===== src/rtl/k16_panel_mux.sv =====
// Panel-side end of the K16 front-panel nibble link: reassembles LED frames with
// tear-free commit, debounces the panel switches and serves them back per nibble address.
module k16_panel_mux #(
  parameter int unsigned DEBOUNCE_CYCLES = 250000,
  parameter int unsigned LINK_TIMEOUT    = 2500000
) (
  input  logic        clk,
  input  logic        reset_n,
  input  logic        io_clk,
  input  logic [2:0]  io_addr,
  input  logic [3:0]  io_leds,
  output logic [3:0]  io_switches,
  output logic [2:0]  io_reg_switches,
  input  logic [15:0] sw_addr,
  input  logic [15:0] sw_ctrl_n,
  input  logic [2:0]  sw_reg,
  output logic [15:0] addr_leds,
  output logic [15:0] data_leds,
  output logic        frame_done,
  output logic        link_ok
);

  localparam int unsigned DbW = (DEBOUNCE_CYCLES > 1) ? $clog2(DEBOUNCE_CYCLES) : 1;
  localparam int unsigned ToW = $clog2(LINK_TIMEOUT + 1);
  localparam logic [DbW-1:0] DbLast  = DbW'(DEBOUNCE_CYCLES - 1);
  localparam logic [ToW-1:0] ToLimit = ToW'(LINK_TIMEOUT);
  // Switch vector layout: {sw_reg, sw_ctrl_n, sw_addr}
  localparam logic [34:0] SwRst = {3'b000, 16'hFFFF, 16'h0000};

  typedef enum logic [0:0] {StHunt, StRecv} state_e;

  // ---------------------------------------------------------------------------
  // Link input synchronisers
  // ---------------------------------------------------------------------------
  logic       io_clk_s1_q, io_clk_s2_q, io_clk_prev_q;
  logic [2:0] io_addr_s1_q, io_addr_s2_q;
  logic [3:0] io_leds_s1_q, io_leds_s2_q;

  always_ff @(posedge clk or negedge reset_n) begin
    if (!reset_n) begin
      io_clk_s1_q   <= 1'b0;
      io_clk_s2_q   <= 1'b0;
      io_clk_prev_q <= 1'b0;
      io_addr_s1_q  <= 3'd0;
      io_addr_s2_q  <= 3'd0;
      io_leds_s1_q  <= 4'd0;
      io_leds_s2_q  <= 4'd0;
    end else begin
      io_clk_s1_q   <= io_clk;
      io_clk_s2_q   <= io_clk_s1_q;
      io_clk_prev_q <= io_clk_s2_q;
      io_addr_s1_q  <= io_addr;
      io_addr_s2_q  <= io_addr_s1_q;
      io_leds_s1_q  <= io_leds;
      io_leds_s2_q  <= io_leds_s1_q;
    end
  end

  logic       fe;
  logic [2:0] idx;

  assign fe  = io_clk_prev_q & ~io_clk_s2_q;
  // io_leds carries the nibble for the previous address
  assign idx = io_addr_s2_q - 3'd1;

  // ---------------------------------------------------------------------------
  // Frame capture and commit
  // ---------------------------------------------------------------------------
  state_e         state_q, state_d;
  logic [2:0]     exp_idx_q, exp_idx_d;
  logic           valid_q, valid_d;
  logic [15:0]    addr_shadow_q, addr_shadow_d;
  logic [15:0]    data_shadow_q, data_shadow_d;
  logic [15:0]    addr_leds_q, addr_leds_d;
  logic [15:0]    data_leds_q, data_leds_d;
  logic           frame_done_q, frame_done_d;
  logic           link_ok_q, link_ok_d;
  logic [ToW-1:0] to_cnt_q, to_cnt_d;
  logic           seq_err;
  logic           timed_out;

  assign seq_err   = (idx != exp_idx_q);
  assign timed_out = (to_cnt_q == ToLimit);

  always_comb begin
    state_d       = state_q;
    exp_idx_d     = exp_idx_q;
    valid_d       = valid_q;
    addr_shadow_d = addr_shadow_q;
    data_shadow_d = data_shadow_q;
    addr_leds_d   = addr_leds_q;
    data_leds_d   = data_leds_q;
    frame_done_d  = 1'b0;
    link_ok_d     = link_ok_q;
    to_cnt_d      = to_cnt_q;

    if (fe) begin
      // A falling edge always wins over a coincident timeout expiry
      to_cnt_d  = '0;
      exp_idx_d = idx + 3'd1;
      if (!idx[2]) begin
        addr_shadow_d[{idx[1:0], 2'b00} +: 4] = io_leds_s2_q;
      end else begin
        data_shadow_d[{idx[1:0], 2'b00} +: 4] = io_leds_s2_q;
      end

      unique case (state_q)
        StHunt: begin
          if (idx == 3'd0) begin
            state_d = StRecv;
            valid_d = 1'b1;
          end
        end
        StRecv: begin
          if (seq_err) begin
            state_d   = StHunt;
            valid_d   = 1'b0;
            link_ok_d = 1'b0;
          end else if (idx == 3'd7 && valid_q) begin
            addr_leds_d  = addr_shadow_d;
            data_leds_d  = data_shadow_d;
            frame_done_d = 1'b1;
            link_ok_d    = 1'b1;
            valid_d      = 1'b1;
          end
        end
        default: state_d = StHunt;
      endcase
    end else if (timed_out) begin
      state_d   = StHunt;
      valid_d   = 1'b0;
      link_ok_d = 1'b0;
    end else begin
      to_cnt_d = to_cnt_q + 1'b1;
    end
  end

  always_ff @(posedge clk or negedge reset_n) begin
    if (!reset_n) begin
      state_q       <= StHunt;
      exp_idx_q     <= 3'd0;
      valid_q       <= 1'b0;
      addr_shadow_q <= 16'h0000;
      data_shadow_q <= 16'h0000;
      addr_leds_q   <= 16'h0000;
      data_leds_q   <= 16'h0000;
      frame_done_q  <= 1'b0;
      link_ok_q     <= 1'b0;
      to_cnt_q      <= '0;
    end else begin
      state_q       <= state_d;
      exp_idx_q     <= exp_idx_d;
      valid_q       <= valid_d;
      addr_shadow_q <= addr_shadow_d;
      data_shadow_q <= data_shadow_d;
      addr_leds_q   <= addr_leds_d;
      data_leds_q   <= data_leds_d;
      frame_done_q  <= frame_done_d;
      link_ok_q     <= link_ok_d;
      to_cnt_q      <= to_cnt_d;
    end
  end

  assign addr_leds  = addr_leds_q;
  assign data_leds  = data_leds_q;
  assign frame_done = frame_done_q;
  assign link_ok    = link_ok_q;

  // ---------------------------------------------------------------------------
  // Switch debounce and serving
  // ---------------------------------------------------------------------------
  logic [DbW-1:0] tick_cnt_q, tick_cnt_d;
  logic           tick;
  logic [34:0]    sw_raw;
  logic [34:0]    sample_q, sample_d;
  logic [34:0]    deb_q, deb_d;
  logic [34:0]    sw_diff;
  logic [31:0]    serve_vec;
  logic [3:0]     io_switches_q, io_switches_d;
  logic [2:0]     io_reg_switches_q, io_reg_switches_d;

  assign tick    = (tick_cnt_q == DbLast);
  assign sw_raw  = {sw_reg, sw_ctrl_n, sw_addr};
  assign sw_diff = sw_raw ^ sample_q;

  always_comb begin
    tick_cnt_d = tick ? '0 : tick_cnt_q + 1'b1;
    sample_d   = sample_q;
    deb_d      = deb_q;
    if (tick) begin
      sample_d = sw_raw;
      // Per bit: accept the new value only if it matches the previous sample
      deb_d    = (deb_q & sw_diff) | (sw_raw & ~sw_diff);
    end
  end

  assign serve_vec         = deb_q[31:0];
  assign io_switches_d     = serve_vec[{io_addr_s2_q, 2'b00} +: 4];
  assign io_reg_switches_d = deb_q[34:32];

  always_ff @(posedge clk or negedge reset_n) begin
    if (!reset_n) begin
      tick_cnt_q        <= '0;
      sample_q          <= SwRst;
      deb_q             <= SwRst;
      io_switches_q     <= 4'h0;
      io_reg_switches_q <= 3'd0;
    end else begin
      tick_cnt_q        <= tick_cnt_d;
      sample_q          <= sample_d;
      deb_q             <= deb_d;
      io_switches_q     <= io_switches_d;
      io_reg_switches_q <= io_reg_switches_d;
    end
  end

  assign io_switches     = io_switches_q;
  assign io_reg_switches = io_reg_switches_q;

endmodule


===== config.mk =====
export PLATFORM = sky130hd
export DESIGN_NAME = k16_panel_mux
export DESIGN_NICKNAME = d
export VERILOG_FILES = /design/src/rtl/k16_panel_mux.sv
export SDC_FILE = /design/constraint.sdc
export NUM_CORES = 1
export LEC_CHECK = 0
export BUFFER_PORTS_ARGS = -buffer_cell sky130_fd_sc_hd__buf_2
export CORE_MARGIN = 3
export CORE_UTILIZATION = 40
export DETAILED_ROUTE_END_ITERATION = 6
export HOLD_SLACK_MARGIN = 0.05
export PLACE_DENSITY_LB_ADDON = 0.08
export SLEW_MARGIN = 10
export SYNTH_ARGS = -nofsm -noshare
export SYNTH_HDL_FRONTEND = slang
export SYNTH_SLANG_ARGS = --single-unit

===== constraint.sdc =====
create_clock -name clk -period 3.6 [get_ports clk]
set_input_delay 0.36 -clock clk [delete_from_list [all_inputs] [get_ports clk]]
set_output_delay 0.36 -clock clk [all_outputs]
set_load 0.005 [all_outputs]

======== Word level (Yosys, flattened, before mapping) ========
Cells that the tools add are included.
W data, S select, Z words.
word-level totals
  flip-flop bits (word level) ............. 205
  bits of input ports ..................... 45
  output and inout bits ................... 41
  word-level logic and storage cells ...... 77
operators by class
  add/sub/neg operators ................... 5
  equal/unequal tests ..................... 9
  shift-type cells ........................ 3
  mux-type cells .......................... 23
  bitwise logic cells ..................... 9
  reduce and logical (&&, ||, !) cells .... 6
operator list
  cell                      number
  $and A35 B35 Y35          2
  $mux W22                  2
  $not A35 Y35              1
  $or A35 B35 Y35           1
  $xor A35 B35 Y35          1
  $bwmux W16                2
  $mux W16                  2
  $shiftx A32 B6 Y4         1
  $add A22 B1 Y22 const B   1
  $eq A22 B22 Y1 const B    1
  $add A18 B1 Y18 const B   1
  $eq A18 B18 Y1 const B    1
  $mux W18                  1
  $shift A4 B6 Y16 const A  1
  $shiftx A4 B6 Y16         1
  $mux W1                   14
  $neg A4 Y6                1
  $reduce_and A3 Y1         2
  $ne A4 B2 Y1 const B      1
  $pmux W1 S2               2
  $reduce_and A4 Y1         1
  $add A3 B1 Y3 const B     1
  $eq A3 B3 Y1 const B      1
  $logic_not A3 Y1          1
  other kinds (10)          12

======== Longest topological paths before layout ========
Gate-level depths: netlist of the first run.
  word-level depth ........................ 7
  gate-level depth with buffers ........... 11
  gate-level depth less buffers ........... 8

======== Worst setup path after synthesis of the first run ========
No wires, ideal clock.
  path type ............................... reg-to-reg
  from .................................... reg io_addr_s2_q[0]
  to ...................................... reg addr_leds_q[0], in the netlist addr_leds[0]
  library setup time ...................... 0.125 ns
  arrival time ............................ 2.519 ns
  setup slack ............................. 0.956 ns
  stages on the path, launching flop included .. 12
  path buffers ............................ 3
  clock period less this slack ............ 2.644 ns
  cells stage by stage .................... dfrtp_1 buf_2 inv_1 ha_1 xnor2_1 inv_1 buf_2 ha_1 nand3_1 nor2_2 buf_4 mux2_2
on the way
  longest elaborated chain between the ends .. 5
  elaborated cells on any way between the ends .. 11
ends and longest elaborated chain
  item                                                          line  source
  start, declared                                               36    logic [2:0] io_addr_s1_q, io_addr_s2_q;
  start signal, assigned                                        53    io_addr_s2_q <= io_addr_s1_q;
  $sub A3 B1 Y3 (*)                                             64    assign idx = io_addr_s2_q - 3'd1;
  $neg A4 Y6                                                    102   addr_shadow_d[{idx[1:0], 2'b00} +: 4] = io_leds_s2_q;
  $shiftx A4 B6 Y16 / $shift A4 B6 Y16 (equally long branches)  102
  $bwmux W16                                                    102
  $mux W16                                                      101   if (!idx[2]) begin
  end signal, assigned                                          156   addr_leds_q <= addr_leds_d;
  end, declared                                                 74    logic [15:0] addr_leds_q, addr_leds_d;
Every way passes the cells marked *; elsewhere a longest branch is shown, timed or not.
A chain may end at the register's enable or synchronous reset.

======== Worst setup path after layout of the first run ========
  from .................................... reg io_addr_s2_q[0]
  to ...................................... reg data_leds_q[3], in the netlist data_leds[3]
on the way
  longest elaborated chain between the ends .. 5
  elaborated cells on any way between the ends .. 11
ends and longest elaborated chain
  item                                                          line  source
  $sub A3 B1 Y3 (*)                                             64
  $neg A4 Y6                                                    104   data_shadow_d[{idx[1:0], 2'b00} +: 4] = io_leds_s2_q;
  $shiftx A4 B6 Y16 / $shift A4 B6 Y16 (equally long branches)  104
  $bwmux W16                                                    104
  $mux W16                                                      101
  end signal, assigned                                          157   data_leds_q <= data_leds_d;
  end, declared                                                 75    logic [15:0] data_leds_q, data_leds_d;
Marked as above.

==> run summary, run 1 <==
Status - finished, final reports clean
Syn nets - 905
EDFF count, synth - 0
Clock sink count - 205
IO Count - 86
Slew headroom - 27.1%
DRT antenna net count - 0
Die X - 160 microns
Crit Path Max Fanout - 33
Tmin final - 2.56 ns
Reg clk slew, reported paths - 0.06 ns
Drt pass-1 iters - 4
Hold/Removal Path Class - input port to register
Final GP Congestion - 0.774
Pins over their slew limit - 0
Initial DRC Count - 359
H-tree lvl count - 1
WS Path Type - register to register
Clock root cell - clkbuf_16
Worst Path Buf+Inv - 4
Half-perimeter wire length after placement - 13,700 microns
CP arrival - 2.94 ns
Die height - 160 microns
RSZ-0062 raised after global routing - false
Most frequent cells after synthesis - dfrtp_1, nand3_1, nand2_1
Most common cell in the netlist - dfrtp_1
Hold Buf Count CTS - 9
Cells after Synth - 850
Startpoint Class - register
Post-synthesis sequential area ratio - 54.5%
Multiplexer area fraction after synthesis - 9.24%
Reg2reg start - io_addr_s2_q[0]
Layout area overhead - 17.3%
Netlist cell types - 53
Hold path depth - 3
Layout cells sized above 1 - 29.8%
Reg2reg end - data_leds[3]
WL/cell - 17.1 microns
XOR/XNOR share of the synthesized area - 2.92%
Largest family of logic cells by synthesized area - compound AO/OA/AOI/OAI gates
Via/cell ratio - 5.29
Largest net degree at the start of global routing - 99
R2R depth - 10
Core area - 0.0230 sq mm
Share of the synthesized area in compound gates (AO/OA/AOI/OAI) - 15.3%
First-pass GRT wire length - 36,500 microns
Remaining DRCs - 0
Postcts setup bufs - 0
Synth top area cells - dfrtp_1, dfstp_2, mux2_2, o31ai_2, nand3_1
Vias in the first global route - 6,808
WP depth - 10
Critical-path cell list - inv_1 > ha_1 > xnor2_1 > buf_4 > inv_1 > ha_1 > nand3_1 > nor2_2 > buf_4 > mux2_2
Vias - 6,706
Port Buffer Count - 85
Worst path max stage delay - 0.40 ns
Synth Area in Simple Gates - 12.4%
Max-Cap Viols - 0
Predominant post-synthesis flop cell - dfrtp_1
Fmax - 391 MHz
Post-synthesis adder-cell area fraction - 1.32%
Worst-Margin Slew - 1.09 ns
Tot GR Track Use - 17.0%
Required time of the critical path - 3.99 ns
Worst setup path startpoint - io_addr_s2_q[0]
Crit path to - data_leds[3]
Core Rows - 55
Post-synth top area share - 45.7%
Nets@finish - 992
CTS tree - done
Peak supply drop - 0.257 mV
Pwr Density - 465 mW/mm^2
Delay-heaviest family, CP - buffers and inverters
#FFs+latches synth - 205
Post-synth top area cell - dfrtp_1
Synth warn - 0
Setup violations, final - 0
Async SR Flop Fraction - 100%
Initial antenna violation count - 2
CTS max path bufs - 3
GRT Residual Overflow - 0
Crit. End Element - register
LEAKAGE - 5.10 nW
Worst-Skew Late Latency - 0.51 ns
Syn Area/Cell - 11.2 sq um
Area of the mapped netlist - 0.00948 sq mm
Fin Setup TNS - 0 ns
Starting Density - 41.3%
Total CTS buffers - 24
# diodes - 0
Flop-to-flop setup slack - 1.04 ns
Period utilisation layout - 71.1%
Final Hold Fails - 0
Hold_ws - 0.0924 ns
Post-cts resize count - 0
Die area - 0.0256 sq mm
Clk_skew - 0.0113 ns
Total Wirelength - 21,700 microns
Slowest-stage cell, CP - buf_4
final cells by class:
cell class                      instances  area [sq um]
Fill cell                            2206         11900
Sequential cell                       205          5170
Multi-Input combinational cell        552          3920
Clock buffer                           34           729
Timing Repair Buffer                  107           659
Tap cell                              313           392
Inverter                               47           176
Clock inverter                         10          75.1
power breakdown:
group / leakage, nW / internal (mW) / total (mW) / switching, mW
sequential: 2.58 / 2.37 / 2.44 / 0.0685
clock: 0.410 / 1.48 / 2.42 / 0.947
combinational: 2.11 / 0.123 / 0.303 / 0.180
layer usage:
layer,track usage (%),routed length (microns),vias up
li1,-,-,3254
met2,27.5,10100,117
met1,24.1,10200,3302
met5,0,24,-
met4,4.02,365,4
met3,2.88,935,29
through the flow:
step	worst slack, ns	util [%]	instance area [sq um]	std cells	power, mW
CTS	1.03	48.4	11100	1268	5.26
floorplan	0.956	-	9480	850	2.63
global route	0.832	48.4	11100	1268	5.40
global placement	1.11	44.5	10200	1215	2.78
detailed placement	1.05	44.5	10200	1215	2.78
finish	1.04	48.4	11100	1268	5.17
worst reg2reg max path, delay by kind of cell (launching register included):
family                     cells  cell delay (ns)
adders and majority gates      2             0.46
buffers and inverters          4             0.91
DFF                            1             0.34
muxes                          1             0.40
and+or+nand+nor                2             0.17
xor gates and xnor gates       1             0.13
worst min path at each step:
stage               slack (ns)             from              end
finish                    0.09     sw_ctrl_n[5]     sample_q[21]
floorplan                 0.06          reset_n        async pin
global route               0.1     sw_ctrl_n[5]     sample_q[21]
global placement          0.33  io_leds_s1_q[0]  io_leds_s2_q[0]
CTS                       0.08     sw_ctrl_n[5]     sample_q[21]
detailed placement        0.33  io_leds_s1_q[1]  io_leds_s2_q[1]
placed cells by master, fill, tap and decap left out, types with 6 or more instances in the layout:
master / netlist / final
o21ai_0: 54 / 54
mux2_2: 60 / 60
buf_2: 10 / 84
dlygate4sd3_1: 0 / 9
xnor2_1: 18 / 18
nor2_1: 28 / 28
clkbuf_8: 0 / 8
dfrtp_1: 173 / 173
and3_1: 10 / 10
dfstp_2: 32 / 32
nor3_1: 13 / 13
buf_4: 3 / 10
nand3_1: 63 / 63
o31ai_2: 30 / 30
a22o_1: 16 / 16
ha_1: 10 / 10
xor2_1: 11 / 11
clkbuf_16: 0 / 25
nand2_1: 62 / 61
a31oi_1: 38 / 38
clkinv_2: 0 / 9
and2_1: 9 / 8
mux4_2: 8 / 8
o31ai_1: 6 / 6
nor4_1: 6 / 6
a21oi_1: 47 / 47
nand4_1: 10 / 10
o21ai_1: 15 / 15
inv_1: 47 / 47
cells by family (layout without fill, tap and decap cells):
group,after synthesis,count (layout)
mux,70,70
simple gates,228,228
xor+xnor,30,30
fa+ha+maj,10,10
buf+inv,93,198
compound gates,214,214
flops,205,205
No activity file was read; power rests on OpenSTA's default activity.
==> run 2, diff against run 1 <==
==> constraint.sdc (replaced) <==
create_clock -name clk -period 2.2 [get_ports clk]
set_input_delay 0.22 -clock clk [delete_from_list [all_inputs] [get_ports clk]]
set_output_delay 0.22 -clock clk [all_outputs]
set_load 0.005 [all_outputs]
==> run 2 against run 1 <==
  * Clock skew is 0.0025 ns lower
  * Worst setup slack got worse by 0.87 ns
  * Total power is 62% higher
  * Routed wire length rose by 0.78%
  * Largest cell class unchanged
  * First-iteration DRC count grew 10%
  * Sequential share of layout area down 2.5 points
  * Sequential power up 64%
  * Fmax increased by 26%
  * Combinational power up 91%
  * Highest routed layer is now met4
  * Clock power is 57% higher
  * Global-route usage grew 0.25 points
==> run summary, run 2 (synthesis results as in run 1) <==
Remaining DRCs - 0 (unchanged)
Core area - 0.0230 sq mm (unchanged)
Drt pass-1 iters - 4 (unchanged)
Die X - 160 microns (unchanged)
Initial antenna violation count - 0 (-2)
Fin Setup TNS - 0 ns (unchanged)
Clock root cell - clkbuf_16
Reg clk slew, reported paths - 0.06 ns (about the same)
Layout area overhead - 23.9%
Max-Cap Viols - 0 (unchanged)
Crit. End Element - register
Clk_skew - 0.00873 ns (-0.00255 ns)
CTS tree - done
Setup violations, final - 0 (unchanged)
Hold/Removal Path Class - input port to async pin
LEAKAGE - 5.36 nW (+5.2%)
Int Pwr - 6.46 mW (+63%)
Clock sink count - 205 (unchanged)
Nets@finish - 1,053 (+6.1%)
Commonest non-fill, non-tap cell in the layout - dfrtp_1
Required time of the critical path - 2.60 ns (-1.39 ns)
Startpoint Class - register
Vias - 6,938 (+3.5%)
CTS max path bufs - 3 (unchanged)
Power after layout - 8.38 mW (+62%)
Total Wirelength - 21,900 microns (+0.78%)
First-pass GRT wire length - 37,000 microns (+1.2%)
Inst Count DP - 1,241 (+2.1%)
GRT Residual Overflow - 0 (unchanged)
Status - finished, final reports clean
Die area - 0.0256 sq mm (unchanged)
Final Hold Fails - 0 (unchanged)
Tmin final - 2.02 ns (-0.534 ns)
Port Buffer Count - 85 (unchanged)
Gate power share - 6.9% (+1.0 points)
Worst-Skew Late Latency - 0.51 ns (about the same)
Largest net degree at the start of global routing - 71 (-28%)
Fmax - 494 MHz (+26%)
Crit Path Max Fanout - 35 (+6.1%)
Pins over their slew limit - 0 (unchanged)
CP arrival - 2.42 ns (-0.52 ns)
Sequential share of power - 47.8% (+0.5 points)
Pwr Density - 714 mW/mm^2 (+54%)
WS Path Type - register to register
# diodes - 0 (unchanged)
H-tree lvl count - 1 (unchanged)
Most frequent cells in the layout - dfrtp_1, buf_2, nand3_1
Postcts setup bufs - 0 (unchanged)
RSZ-0062 raised after global routing - false
Period utilisation layout - 92.0% (+21 points)
Starting Density - 41.3% (unchanged)
Sw frac - 22.9% (-0.21 points)
WL/cell - 16.5 microns (-3.4%)
Final std cells w/o fill - 1,323 (+4.3%)
Die height - 160 microns (unchanged)
DRT antenna net count - 0 (unchanged)
Slew headroom - 63.3% (+36 points)
Tot GR Track Use - 17.3% (+0.25 points)
Final GP Congestion - 0.744 (-3.8%)
Core Rows - 55 (unchanged)
Half-perimeter wire length after placement - 14,300 microns (+4.0%)
Layout cells sized above 1 - 30.8% (+0.95 points)
Peak supply drop - 0.397 mV (+54%)
Total CTS buffers - 24 (unchanged)
Initial DRC Count - 396 (+10%)
IO Count - 86 (unchanged)
Vias in the first global route - 6,871 (+0.93%)
Via/cell ratio - 5.24 (-0.84%)
Post-cts resize count - 0 (unchanged)
Worst-Margin Slew - 0.551 ns (-0.542 ns)
Clk pwr share - 45.3% (-1.6 points)
Sw power - 1.92 mW (+61%)
run 2: changes by cell type in the layout (fill, tap and decap cells not counted), moves of 2 or more:
cell and delta:
buf_4 +20, clkinv_2 -7, ha_1 -2, ha_4 +2, buf_12 +6, dlygate4sd3_1 +35
run 2: worst paths after layout:
path                            startpoint              end  slack [ns]  cells after the start
setup / recovery            tick_cnt_q[13]         register        0.18                      5
hold / removal                     reset_n      to_cnt_q[8]        0.27                      2
setup reg to reg            tick_cnt_q[13]         register        0.18                      5
hold reg to reg            io_leds_s1_q[1]  io_leds_s2_q[1]        0.35                      0
max in group asynchronous          reset_n        async pin        1.25                      3
min in group clk           io_leds_s1_q[1]  io_leds_s2_q[1]        0.35                      0
run 2: area by class of cell:
type / instances / area [sq um]
tap: 313 / 392
sequential: 205 / 5170
multi-input combinational: 552 / 3970
clock inverter: 2 / 10.0
fill: 2108 / 11200
clock buffer: 36 / 747
timing repair buffer: 168 / 1280
inverter: 47 / 179
run 2: critical path, stage by stage (launching register included):
cell     delay, ns
dfrtp_1       0.43
or3b_4        0.44
or3_2         0.50
buf_12        0.22
o31ai_1       0.22
a21oi_1       0.10
run 2: what timing repair did:
action / CTS / global route
hold endpoints to repair: 134 / 0
endpoints found under the setup margin: 0 / 0
hold buffers: 44 / 0
run 2: power groups by stage:
stage | Clock (mW) | Combinational, mW | Sequential, mW
6_report | 3.80 | 0.578 | 4.00
4_1_cts | 3.93 | 0.592 | 4.01
2_1_floorplan | 0 | 0.289 | 4.02
3_3_place_gp | 0 | 0.525 | 4.07
5_1_grt | 4.09 | 0.664 | 4.02
3_5_place_dp | 0 | 0.526 | 4.07
run 2: stage by stage:
stage	setup slack [ns]	util [%]	hold WS (ns)	cell area, sq um
3_5_place_dp	0.164	45.9	0.251	10500
2_1_floorplan	0.0127	-	-0.0756	9570
6_report	0.176	51.1	0.268	11700
3_3_place_gp	0.192	45.9	0.259	10500
5_1_grt	0.0220	51.1	0.314	11700
4_1_cts	0.155	51.1	0.275	11700
run 2: routing by layer:
layer  part of all wire (%)  up-vias  global-route usage [%]
met5                      0        -                       0
met4                    1.9        0                    3.83
met3                    4.1       30                    3.01
met2                     47      125                    27.5
met1                     47     3417                    24.8
li1                       -     3366                       -
==> run 3, diff against run 2 <==
--- a/config.mk
+++ b/config.mk
@@ -5,7 +5,7 @@
 export SDC_FILE = /design/constraint.sdc
 export NUM_CORES = 1
 export LEC_CHECK = 0
-export BUFFER_PORTS_ARGS = -buffer_cell sky130_fd_sc_hd__buf_2
+export BUFFER_PORTS_ARGS = -buffer_cell sky130_fd_sc_hd__buf_4
 export CORE_MARGIN = 3
 export CORE_UTILIZATION = 40
 export DETAILED_ROUTE_END_ITERATION = 6
==> run 3 against run 2 <==
  * Die area stayed put
  * Routed wire length up 3.1%
  * Combinational power up 5.7%
  * Via count rose by 2.5%
  * Non-clock buffer count fell by 1
  * Largest cell class unchanged
  * Utilization grew 1.1 points
  * Clock skew about the same
  * Register-to-register slack got worse by 0.04 ns
  * Critical path depth up 2
  * Fmax fell by 1.9%
==> run summary, run 3 (synthesis results as in run 1) <==
Final Hold Fails - 0 (unchanged)
Die X - 160 microns (unchanged)
Die area - 0.0256 sq mm (unchanged)
Largest net degree at the start of global routing - 71 (unchanged)
Worst-Margin Slew - 0.547 ns (-0.00406 ns)
Pwr Density - 716 mW/mm^2 (+0.26%)
Pins over their slew limit - 0 (unchanged)
Core area - 0.0230 sq mm (unchanged)
Starting Density - 41.3% (unchanged)
CTS tree - done
Total Wirelength - 22,500 microns (+3.1%)
WL/cell - 17.0 microns (+2.8%)
Clock sink count - 205 (unchanged)
Via/cell ratio - 5.36 (+2.2%)
Slowest-stage cell, CP - dfrtp_1
Commonest non-fill, non-tap cell in the layout - dfrtp_1
Drt pass-1 iters - 6 (+2)
Tmin final - 2.06 ns (+0.0386 ns)
WS Path Type - register to register
Required time of the critical path - 2.58 ns (-0.02 ns)
Nets@finish - 1,052 (-0.095%)
Period utilisation layout - 93.7% (+1.8 points)
Tot GR Track Use - 17.5% (+0.28 points)
Vias - 7,114 (+2.5%)
Clk_skew - 0.00845 ns (-0.000279 ns)
Initial DRC Count - 437 (+10%)
# diodes - 0 (unchanged)
Status - finished, final reports clean
Worst-Skew Late Latency - 0.50 ns (about the same)
CTS max path bufs - 3 (unchanged)
Crit Path Max Fanout - 24 (-31%)
H-tree lvl count - 1 (unchanged)
Startpoint Class - register
Initial antenna violation count - 0 (unchanged)
Critical-path cell list - inv_1 > ha_1 > xor2_1 > nand4_1 > nor2_4 > buf_12 > mux2_2
IO Count - 86 (unchanged)
LEAKAGE - 5.42 nW (+1.0%)
First-pass GRT wire length - 37,500 microns (+1.5%)
Postcts setup bufs - 0 (unchanged)
Worst path max stage delay - 0.37 ns (-0.13 ns)
Reg clk slew, reported paths - 0.06 ns (about the same)
Worst Path Buf+Inv - 2 (+1)
Half-perimeter wire length after placement - 15,000 microns (+5.0%)
Most frequent cells in the layout - dfrtp_1, buf_4, nand3_1
Vias in the first global route - 7,230 (+5.2%)
Slew headroom - 63.5% (+0.27 points)
Fin Setup TNS - 0 ns (unchanged)
Layout cells sized above 1 - 30.9% (+0.076 points)
DRT antenna net count - 0 (unchanged)
Remaining DRCs - 0 (unchanged)
Crit. End Element - register
Setup violations, final - 0 (unchanged)
Final GP Congestion - 0.779 (+4.6%)
Die height - 160 microns (unchanged)
Fillers - 2,089 (-0.90%)
Clock root cell - clkbuf_16
Fmax - 485 MHz (-1.9%)
Post-Place Setup Slack - 0.129 ns (-0.0349 ns)
Power after layout - 8.59 mW (+2.5%)
Total CTS buffers - 24 (unchanged)
Port Buffer Count - 85 (unchanged)
Layout area overhead - 26.6%
RSZ-0062 raised after global routing - false
Max-Cap Viols - 0 (unchanged)
Delay-heaviest family, CP - simple AND/OR/NAND/NOR gates
Hold/Removal Path Class - input port to async pin
Peak supply drop - 0.460 mV (+16%)
Core Rows - 55 (unchanged)
Setup ws final - 0.138 ns (-0.0386 ns)
CP arrival - 2.45 ns (+0.03 ns)
GRT Residual Overflow - 0 (unchanged)
## run 3: changes by cell type in the layout (fill, tap and decap cells not counted)
cell / change
buf_12: -1
buf_2: -84
buf_4: +84
bufinv_16: +1
clkbuf_1: +2
clkbuf_8: +1
clkinv_4: +1
nor4b_2: -1
nor4b_4: +1
## run 3: layer usage
| metal | share of wire (%) | up-vias | GRT usage [%] |
|---|---|---|---|
| met5 | 0 | - | 0 |
| met4 | 1.4 | 0 | 4.34 |
| met3 | 4.4 | 27 | 3.35 |
| met2 | 51 | 135 | 29.9 |
| met1 | 43 | 3564 | 23.2 |
| li1 | - | 3388 | - |
## run 3: metrics by stage
step	std cells	utilization [%]	hold slack (ns)	area, sq um
final	1327	52.2	0.255	12000
after global routing	1327	52.2	0.301	12000
after CTS	1327	52.2	0.275	12000
after detailed placement	1240	46.7	0.239	10700
after global placement	1240	46.7	0.239	10700
after floorplan	850	-	-0.0756	9570
## run 3: cell type report
class,instances,area (sq um),area share [%]
Inverter,47,179,1.49
Multi-Input combinational cell,552,3980,33.1
Timing Repair Buffer,167,1470,12.2
Clock buffer,39,768,6.40
Sequential cell,205,5170,43.1
Tap cell,313,392,3.26
Clock inverter,4,48.8,0.406
## run 3: power breakdown
| group | internal [mW] | total (mW) | switching (mW) |
|---|---|---|---|
| sequential | 3.89 | 4.01 | 0.120 |
| clock | 2.49 | 3.97 | 1.48 |
| combinational | 0.289 | 0.611 | 0.321 |
| total | 6.67 | 8.59 | 1.93 |
## run 3: worst paths after layout
check                           startpoint         endpoint  cells after the start  slack [ns]
max                        io_addr_s2_q[1]    data_leds[10]                      7        0.14
min                                reset_n     addr_leds[9]                      2        0.26
max reg2reg                io_addr_s2_q[1]    data_leds[10]                      7        0.14
min reg2reg                io_leds_s1_q[3]  io_leds_s2_q[3]                      0        0.35
max in group asynchronous          reset_n     sample_q[23]                      3        1.17
min in group clk           io_leds_s1_q[3]  io_leds_s2_q[3]                      0        0.35
## run 3: repair_timing
action,in CTS,in global routing
setup endpoints to repair,0,1
resized for setup,0,1
endpoints found under the hold margin,124,0
hold buffers,44,0
## run 3: worst reg2reg max path, delay by kind of cell, from the launching register on
kind / cells / cell delay (ns)
xor+xnor: 1 / 0.18
fa+ha+maj: 1 / 0.29
buf+inv: 2 / 0.37
flops: 1 / 0.37
simple gates: 2 / 0.39
mux: 1 / 0.36
